**src/rtl/sync_fifo_pkg.sv**
```systemverilog
// Shared sizing helpers and parameter-legality checks for sync_fifo_flagged.
package sync_fifo_pkg;

    // Address bits needed to index DEPTH entries.
    function automatic int unsigned addr_width(input int unsigned depth);
        return $clog2(depth);
    endfunction

    // Pointer width: address bits plus one wrap bit.
    function automatic int unsigned ptr_width(input int unsigned depth);
        return $clog2(depth) + 1;
    endfunction

    // Count width: must represent 0..DEPTH inclusive.
    function automatic int unsigned count_width(input int unsigned depth);
        return $clog2(depth) + 1;
    endfunction

    // True when v is a nonzero power of two.
    function automatic bit is_pow2(input int unsigned v);
        return (v != 0) && ((v & (v - 1)) == 0);
    endfunction

    // Full legality check of the FIFO parameter set.
    function automatic bit params_legal(
        input int unsigned width,
        input int unsigned depth,
        input int unsigned af_level,
        input int unsigned ae_level
    );
        bit ok;
        ok = 1'b1;
        if (width < 1)                            ok = 1'b0;
        if (depth < 4)                            ok = 1'b0;
        if (!is_pow2(depth))                      ok = 1'b0;
        if (af_level < 1 || af_level > depth - 1) ok = 1'b0;
        if (ae_level < 1 || ae_level > depth - 1) ok = 1'b0;
        if (ae_level >= af_level)                 ok = 1'b0;
        return ok;
    endfunction

endpackage

```
**src/rtl/sync_fifo_flagged_if.sv**
```systemverilog
// Handshake, data and status bundle between a FIFO user (master) and the FIFO (slave).
interface sync_fifo_flagged_if #(
    parameter int unsigned WIDTH = 8,
    parameter int unsigned DEPTH = 16
);
    import sync_fifo_pkg::*;

    localparam int unsigned CW = count_width(DEPTH);

    logic             wr_en;
    logic [WIDTH-1:0] data_in;
    logic             rd_en;
    logic [WIDTH-1:0] data_out;
    logic             valid;
    logic             ready;
    logic [CW-1:0]    count;
    logic             almost_full;
    logic             almost_empty;
    logic             overflow;
    logic             underflow;

    // FIFO user side: drives requests, observes data and status.
    modport master (
        output wr_en, data_in, rd_en,
        input  data_out, valid, ready, count,
        input  almost_full, almost_empty, overflow, underflow
    );

    // FIFO side: observes requests, drives data and status.
    modport slave (
        input  wr_en, data_in, rd_en,
        output data_out, valid, ready, count,
        output almost_full, almost_empty, overflow, underflow
    );

endinterface

```
**src/rtl/sync_fifo_ptr.sv**
```systemverilog
// FIFO pointer with an extra wrap bit; the wrap bit toggles each time the
// address field rolls over from DEPTH-1 to 0.
module sync_fifo_ptr
    import sync_fifo_pkg::*;
#(
    parameter  int unsigned DEPTH = 16,
    localparam int unsigned PW    = ptr_width(DEPTH),
    localparam int unsigned AW    = addr_width(DEPTH)
) (
    input  logic          clk,
    input  logic          rst,
    input  logic          inc,
    output logic [PW-1:0] ptr,
    output logic [AW-1:0] addr
);

    logic [PW-1:0] ptr_q;

    // Advance on inc; DEPTH is a power of two so natural overflow gives the wrap.
    always_ff @(posedge clk) begin
        if (rst) begin
            ptr_q <= '0;
        end else if (inc) begin
            ptr_q <= ptr_q + PW'(1);
        end
    end

    assign ptr  = ptr_q;
    assign addr = ptr_q[AW-1:0];

endmodule

```
**src/rtl/sync_fifo_flagged.sv**
```systemverilog
// Synchronous FIFO with count register, almost-full/empty decodes and sticky
// overflow/underflow flags. Read mode selected by macro SYNC_FIFO_FWFT_EN:
// defined = first-word-fall-through, undefined = registered read data.
module sync_fifo_flagged
    import sync_fifo_pkg::*;
#(
    parameter int unsigned WIDTH    = 8,
    parameter int unsigned DEPTH    = 16,
    parameter int unsigned AF_LEVEL = DEPTH - 2,
    parameter int unsigned AE_LEVEL = 2
) (
    input logic                clk,
    input logic                rst,
    sync_fifo_flagged_if.slave bus
);

    localparam int unsigned AW = addr_width(DEPTH);
    localparam int unsigned PW = ptr_width(DEPTH);
    localparam int unsigned CW = count_width(DEPTH);

    // Refuse to elaborate an illegal parameter set.
    if (!params_legal(WIDTH, DEPTH, AF_LEVEL, AE_LEVEL)) begin : g_illegal_params
        $error("sync_fifo_flagged: illegal parameters WIDTH=%0d DEPTH=%0d AF_LEVEL=%0d AE_LEVEL=%0d",
               WIDTH, DEPTH, AF_LEVEL, AE_LEVEL);
    end

    logic [WIDTH-1:0] mem [DEPTH];

    logic [PW-1:0] wptr;
    logic [PW-1:0] rptr;
    logic [AW-1:0] waddr;
    logic [AW-1:0] raddr;
    logic [CW-1:0] count_q;
    logic          overflow_q;
    logic          underflow_q;
    logic          not_empty;
    logic          not_full;
    logic          wr_accept;
    logic          rd_accept;

    // Wrap bits are kept for debug visibility; occupancy comes from count_q only.
    logic unused_wrap;
    assign unused_wrap = ^{wptr[PW-1], rptr[PW-1]};

    // Status decodes of the count register.
    assign not_empty = (count_q != '0);
    assign not_full  = (count_q != CW'(DEPTH));

    // Accept logic; reset blocks both operations in the same cycle.
    assign wr_accept = bus.wr_en && not_full  && !rst;
    assign rd_accept = bus.rd_en && not_empty && !rst;

    sync_fifo_ptr #(.DEPTH(DEPTH)) u_wptr (
        .clk  (clk),
        .rst  (rst),
        .inc  (wr_accept),
        .ptr  (wptr),
        .addr (waddr)
    );

    sync_fifo_ptr #(.DEPTH(DEPTH)) u_rptr (
        .clk  (clk),
        .rst  (rst),
        .inc  (rd_accept),
        .ptr  (rptr),
        .addr (raddr)
    );

    // Storage write; memory is deliberately not reset.
    always_ff @(posedge clk) begin
        if (wr_accept) begin
            mem[waddr] <= bus.data_in;
        end
    end

    // Occupancy counter: +1 write only, -1 read only, hold otherwise.
    always_ff @(posedge clk) begin
        if (rst) begin
            count_q <= '0;
        end else begin
            case ({wr_accept, rd_accept})
                2'b10:   count_q <= count_q + CW'(1);
                2'b01:   count_q <= count_q - CW'(1);
                default: count_q <= count_q;
            endcase
        end
    end

    // Sticky error flags, cleared only by reset.
    always_ff @(posedge clk) begin
        if (rst) begin
            overflow_q  <= 1'b0;
            underflow_q <= 1'b0;
        end else begin
            if (bus.wr_en && !not_full) begin
                overflow_q <= 1'b1;
            end
            if (bus.rd_en && !not_empty) begin
                underflow_q <= 1'b1;
            end
        end
    end

`ifdef SYNC_FIFO_FWFT_EN
    // Head word is presented directly whenever the FIFO holds data.
    assign bus.data_out = mem[raddr];
`else
    logic [WIDTH-1:0] data_q;

    // Read data loads on the accepting edge and holds otherwise.
    always_ff @(posedge clk) begin
        if (rst) begin
            data_q <= '0;
        end else if (rd_accept) begin
            data_q <= mem[raddr];
        end
    end

    assign bus.data_out = data_q;
`endif

    assign bus.count        = count_q;
    assign bus.valid        = not_empty;
    assign bus.ready        = not_full;
    assign bus.almost_full  = (count_q >= CW'(AF_LEVEL));
    assign bus.almost_empty = (count_q <= CW'(AE_LEVEL));
    assign bus.overflow     = overflow_q;
    assign bus.underflow    = underflow_q;

endmodule
```
**src/flat_wrapper.sv**
```systemverilog
// flat-port wrapper written by rule: the top's interface ports become plain ports
module sync_fifo_flagged_flat import sync_fifo_pkg::*;
#(
    parameter int unsigned WIDTH    = 8,
    parameter int unsigned DEPTH    = 16,
    parameter int unsigned AF_LEVEL = DEPTH - 2,
    parameter int unsigned AE_LEVEL = 2
)
  (clk, rst, bus_wr_en, bus_data_in, bus_rd_en, bus_data_out, bus_valid, bus_ready, bus_count, bus_almost_full, bus_almost_empty, bus_overflow, bus_underflow);
  sync_fifo_flagged_if #(.WIDTH(WIDTH), .DEPTH(DEPTH)) bus_i ();
  input logic clk;
  input logic rst;
  input wire logic [$bits(bus_i.wr_en)-1:0] bus_wr_en;
  input wire logic [$bits(bus_i.data_in)-1:0] bus_data_in;
  input wire logic [$bits(bus_i.rd_en)-1:0] bus_rd_en;
  output wire logic [$bits(bus_i.data_out)-1:0] bus_data_out;
  output wire logic [$bits(bus_i.valid)-1:0] bus_valid;
  output wire logic [$bits(bus_i.ready)-1:0] bus_ready;
  output wire logic [$bits(bus_i.count)-1:0] bus_count;
  output wire logic [$bits(bus_i.almost_full)-1:0] bus_almost_full;
  output wire logic [$bits(bus_i.almost_empty)-1:0] bus_almost_empty;
  output wire logic [$bits(bus_i.overflow)-1:0] bus_overflow;
  output wire logic [$bits(bus_i.underflow)-1:0] bus_underflow;
  assign bus_i.wr_en = bus_wr_en;
  assign bus_i.data_in = bus_data_in;
  assign bus_i.rd_en = bus_rd_en;
  assign bus_data_out = bus_i.data_out;
  assign bus_valid = bus_i.valid;
  assign bus_ready = bus_i.ready;
  assign bus_count = bus_i.count;
  assign bus_almost_full = bus_i.almost_full;
  assign bus_almost_empty = bus_i.almost_empty;
  assign bus_overflow = bus_i.overflow;
  assign bus_underflow = bus_i.underflow;
  sync_fifo_flagged #(.WIDTH(WIDTH), .DEPTH(DEPTH), .AF_LEVEL(AF_LEVEL), .AE_LEVEL(AE_LEVEL)) u_core (.clk(clk), .rst(rst), .bus(bus_i));
endmodule
```
**config.mk**
```make
export PLATFORM = sky130hd
export DESIGN_NAME = sync_fifo_flagged_flat
export DESIGN_NICKNAME = d
export VERILOG_FILES = /design/src/rtl/sync_fifo_pkg.sv /design/src/rtl/sync_fifo_flagged_if.sv /design/src/rtl/sync_fifo_ptr.sv /design/src/rtl/sync_fifo_flagged.sv /design/src/flat_wrapper.sv
export SDC_FILE = /design/constraint.sdc
export NUM_CORES = 1
export LEC_CHECK = 0
export ABC_AREA = 1
export BUFFER_PORTS_ARGS = -buffer_cell sky130_fd_sc_hd__buf_2
export CAP_MARGIN = 20
export CORE_MARGIN = 8
export CORE_UTILIZATION = 61
export DETAILED_ROUTE_END_ITERATION = 12
export HOLD_SLACK_MARGIN = 0.12
export MAX_ROUTING_LAYER = met4
export PLACE_DENSITY = 0.79
export RECOVER_POWER = 25
export SLEW_MARGIN = 25
export SYNTH_ARGS = -nofsm -noshare
export SYNTH_HDL_FRONTEND = slang
export SYNTH_SLANG_ARGS = --single-unit
export TNS_END_PERCENT = 50
```
**constraint.sdc**
```tcl
create_clock -name clk -period 2.4 [get_ports clk]
set_input_delay 0.24 -clock clk [delete_from_list [all_inputs] [get_ports clk]]
set_output_delay 0.24 -clock clk [all_outputs]
set_load 0.1 [all_outputs]
```
==> out/metrics.yaml <==
numCtsBuffers: 17
core.rowCount: 38
antenna_cells: 0
syn_nets: 696
ys_seq_area_share_pct: 64.1
route.detailed.drc: 0
hold_ws_ns: 0.351
first_pass_iters: 5
ys_types: 28
critPathLaunchType: "flip-flop"
worstMarginPinSlew_ns: 0.939
die_area_sq_um: 14600
multi_input_area_sq_um: 1900
syn_inst: 674
wl_met3_um: 1350
critPathMaxStageDelay_ns: 0.39
slew_violations: 0
rsz0062_at_grt: "false"
max_slew_margin_pct: 37.4
viasPerCell: 5.50
stdcell_count: 876
hpwlAfterDp_um: 9550
wl_per_cell_um: 17.4
min_period_over_period_pct: 90.7
finClkSkew_ns: 0.00884
stdcell_area_sq_um: 7720
layout_common_cells: "nand2_1, edfxtp_1, nand3_1"
clkTransAtPathRegs_ns: 0.06
r2r_setup_slack_ns: 0.22
drtIter0Drc: 457
arrival_ns: 2.63
gp_congestion: 0.933
path_delay_family: "simple AND/OR/NAND/NOR gates"
ys_warn_count: 0
core_sq_um: 10800
routed-wl-met2_um: 7460
overflow: 0
layout_commonest_cell: "nand2_1"
critical_path_required_ns: 2.86
start_util_pct: 62.2
status: "completed"
wl_met1_um: 5900
crit_type: "flip-flop to flip-flop"
finalHoldViolCount: 0
first_global_vias: 4897
syn_area_per_cell_sq_um: 9.96
synth-seq-cells: 151
utilization_pct: 71.6
clock.fmax_mhz: 459
dieHeight_um: 121
max_cap_viol_count: 0
critPathSlowestCell: "dfxtp_4"
die_w_um: 121
min_path_type: "input port to flip-flop"
wl_um: 15200
dp_cells: 833
clockBufferDepth: 2
report.final.setup_viol: 0
path_cells: "clkinvlp_4, nand4_4, nand2_4, nor2_4, inv_2, ha_4, fa_2, a21oi_2, nor2_1, nor2_1, nand2_1, nand2_1, nand2_1, a21oi_1"
ctsHtreeMaxLevel: 4
antenna_left: 0
power.density_nw_per_um2: 903
clock_latency_ns: 0.53
finalPower_uw: 6980
portBuffers: 30
dpl-instance-area_sq_um: 7070
vias: 4821
syn_to_final_growth_pct: 15.1
grt.total_usage_pct: 22.5
cts_sinks: 151
grt_max_degree: 68
grt_pass1_wl_um: 24300
cp-end-kind: "flip-flop"
syn_area_sq_um: 6710
layout-drive-gt1-share_pct: 14.0
finish.net_count: 745
top_layer: "met4"
pin_count: 31
nFillCells: 763
path_common_cell: "nand2_1"
leakage_uw: 0.00334
finalCriticalPeriod_ns: 2.18
cp.buffers_inverters: 2
cts_tree: "done"
cts_resized: 0
seq_area_sq_um: 4320
antenna_found_initial: 0
worstPathMaxFanout: 6
peakVddDrop_v: 0.000660
cts-root-buf: "clkbuf_8"
==> routing by layer <==
layer	track usage, %	up-vias
li1	-	2282
met1	25.5	2266
met2	35.9	229
met3	6.19	44
met4	11.8	0
met5	-	-
==> worst paths after layout <==
| path | cells past startpoint | to | start |
|---|---|---|---|
| worst max-delay path | 14 | u_core.bus.count[4]$_SDFFE_PP0P_ | u_core.bus.count[1]$_SDFFE_PP0P_ |
| worst min-delay path | 1 | u_core.mem[3][4]$_DFFE_PP_ | bus_data_in[4] |
| worst max register to register | 14 | u_core.bus.count[4]$_SDFFE_PP0P_ | u_core.bus.count[1]$_SDFFE_PP0P_ |
| worst min register to register | 2 | u_core.u_wptr.ptr[2]$_SDFFE_PP0P_ | u_core.u_wptr.ptr[2]$_SDFFE_PP0P_ |
==> metrics by stage <==
stage / setup WS, ns / setup TNS [ns]
after floorplan: -0.171 / -0.333
after global placement: 0.267 / 0
after detailed placement: 0.193 / 0
after CTS: 0.167 / 0
after global routing: 0.0373 / 0
final: 0.223 / 0
==> sequential cells by signal (all words and copies together), names as in the netlist <==
name,cells
u_core.mem,128
u_core.u_wptr.ptr,4
u_core.bus.data_out,8
u_core.bus.underflow,1
u_core.bus.count,5
u_core.u_rptr.ptr,4
u_core.bus.overflow,1
==> synth_stat cells, drive strengths merged <==
library cell  number  share of area, %
nand2            235                13
edfxtp           128                57
inv               95               5.3
nand3             92               6.9
buf               26               2.8
nor2              26               1.8
dfxtp             23               6.9
a21oi             17               1.3
ha                 9               1.7
o21ai              9              0.67
clkbuf             3              0.17
xor2               3              0.39
nand4              2              0.63
nor3               2              0.15
fa                 1              0.30
nor3b              1              0.19
o21bai             1              0.11
o31ai              1              0.11
==> kinds of logic after synthesis <==
group | after synthesis | share of synthesized area (%)
compound gates | 28 | 2.16
buf+inv | 124 | 8.28
xor+xnor | 3 | 0.392
fa+ha+maj | 10 | 1.98
simple gates | 358 | 23.0
flops | 151 | 64.1
==> layout make-up <==
type / count / share of cell area, %
clock buffers: 18 / 5.41
clock inverters: 14 / 1.73
inverters: 95 / 4.67
multi-input cells: 399 / 24.6
flip-flops and latches: 151 / 56.0
well taps: 140 / 2.27
repair buffers: 59 / 5.33
==> report_power, final <==
part	total, uW	leakage, uW	switching (uW)	internal (uW)
Sequential	2990	0.00135	64.8	2930
Combinational	1500	0.00174	1150	349
Clock	2480	0.000258	1020	1460
==> what timing repair did <==
action                                  in CTS  in global routing
buffers inserted                             0                  1
hold endpoints to repair                    83                  0
endpoints found under the setup margin       0                  1
hold buffers                                10                  0
==> worst register-to-register path: stages, from the launching register on <==
cell and delay [ns]:
dfxtp_4 0.39, clkinvlp_4 0.12, nand4_4 0.15, nand2_4 0.08, nor2_4 0.18, inv_2 0.08, ha_4 0.19, fa_2 0.37
a21oi_2 0.13, nor2_1 0.06, nor2_1 0.09, nand2_1 0.06, nand2_1 0.06, nand2_1 0.04, a21oi_1 0.11
Note: power is estimated with default switching activity, not from simulation.
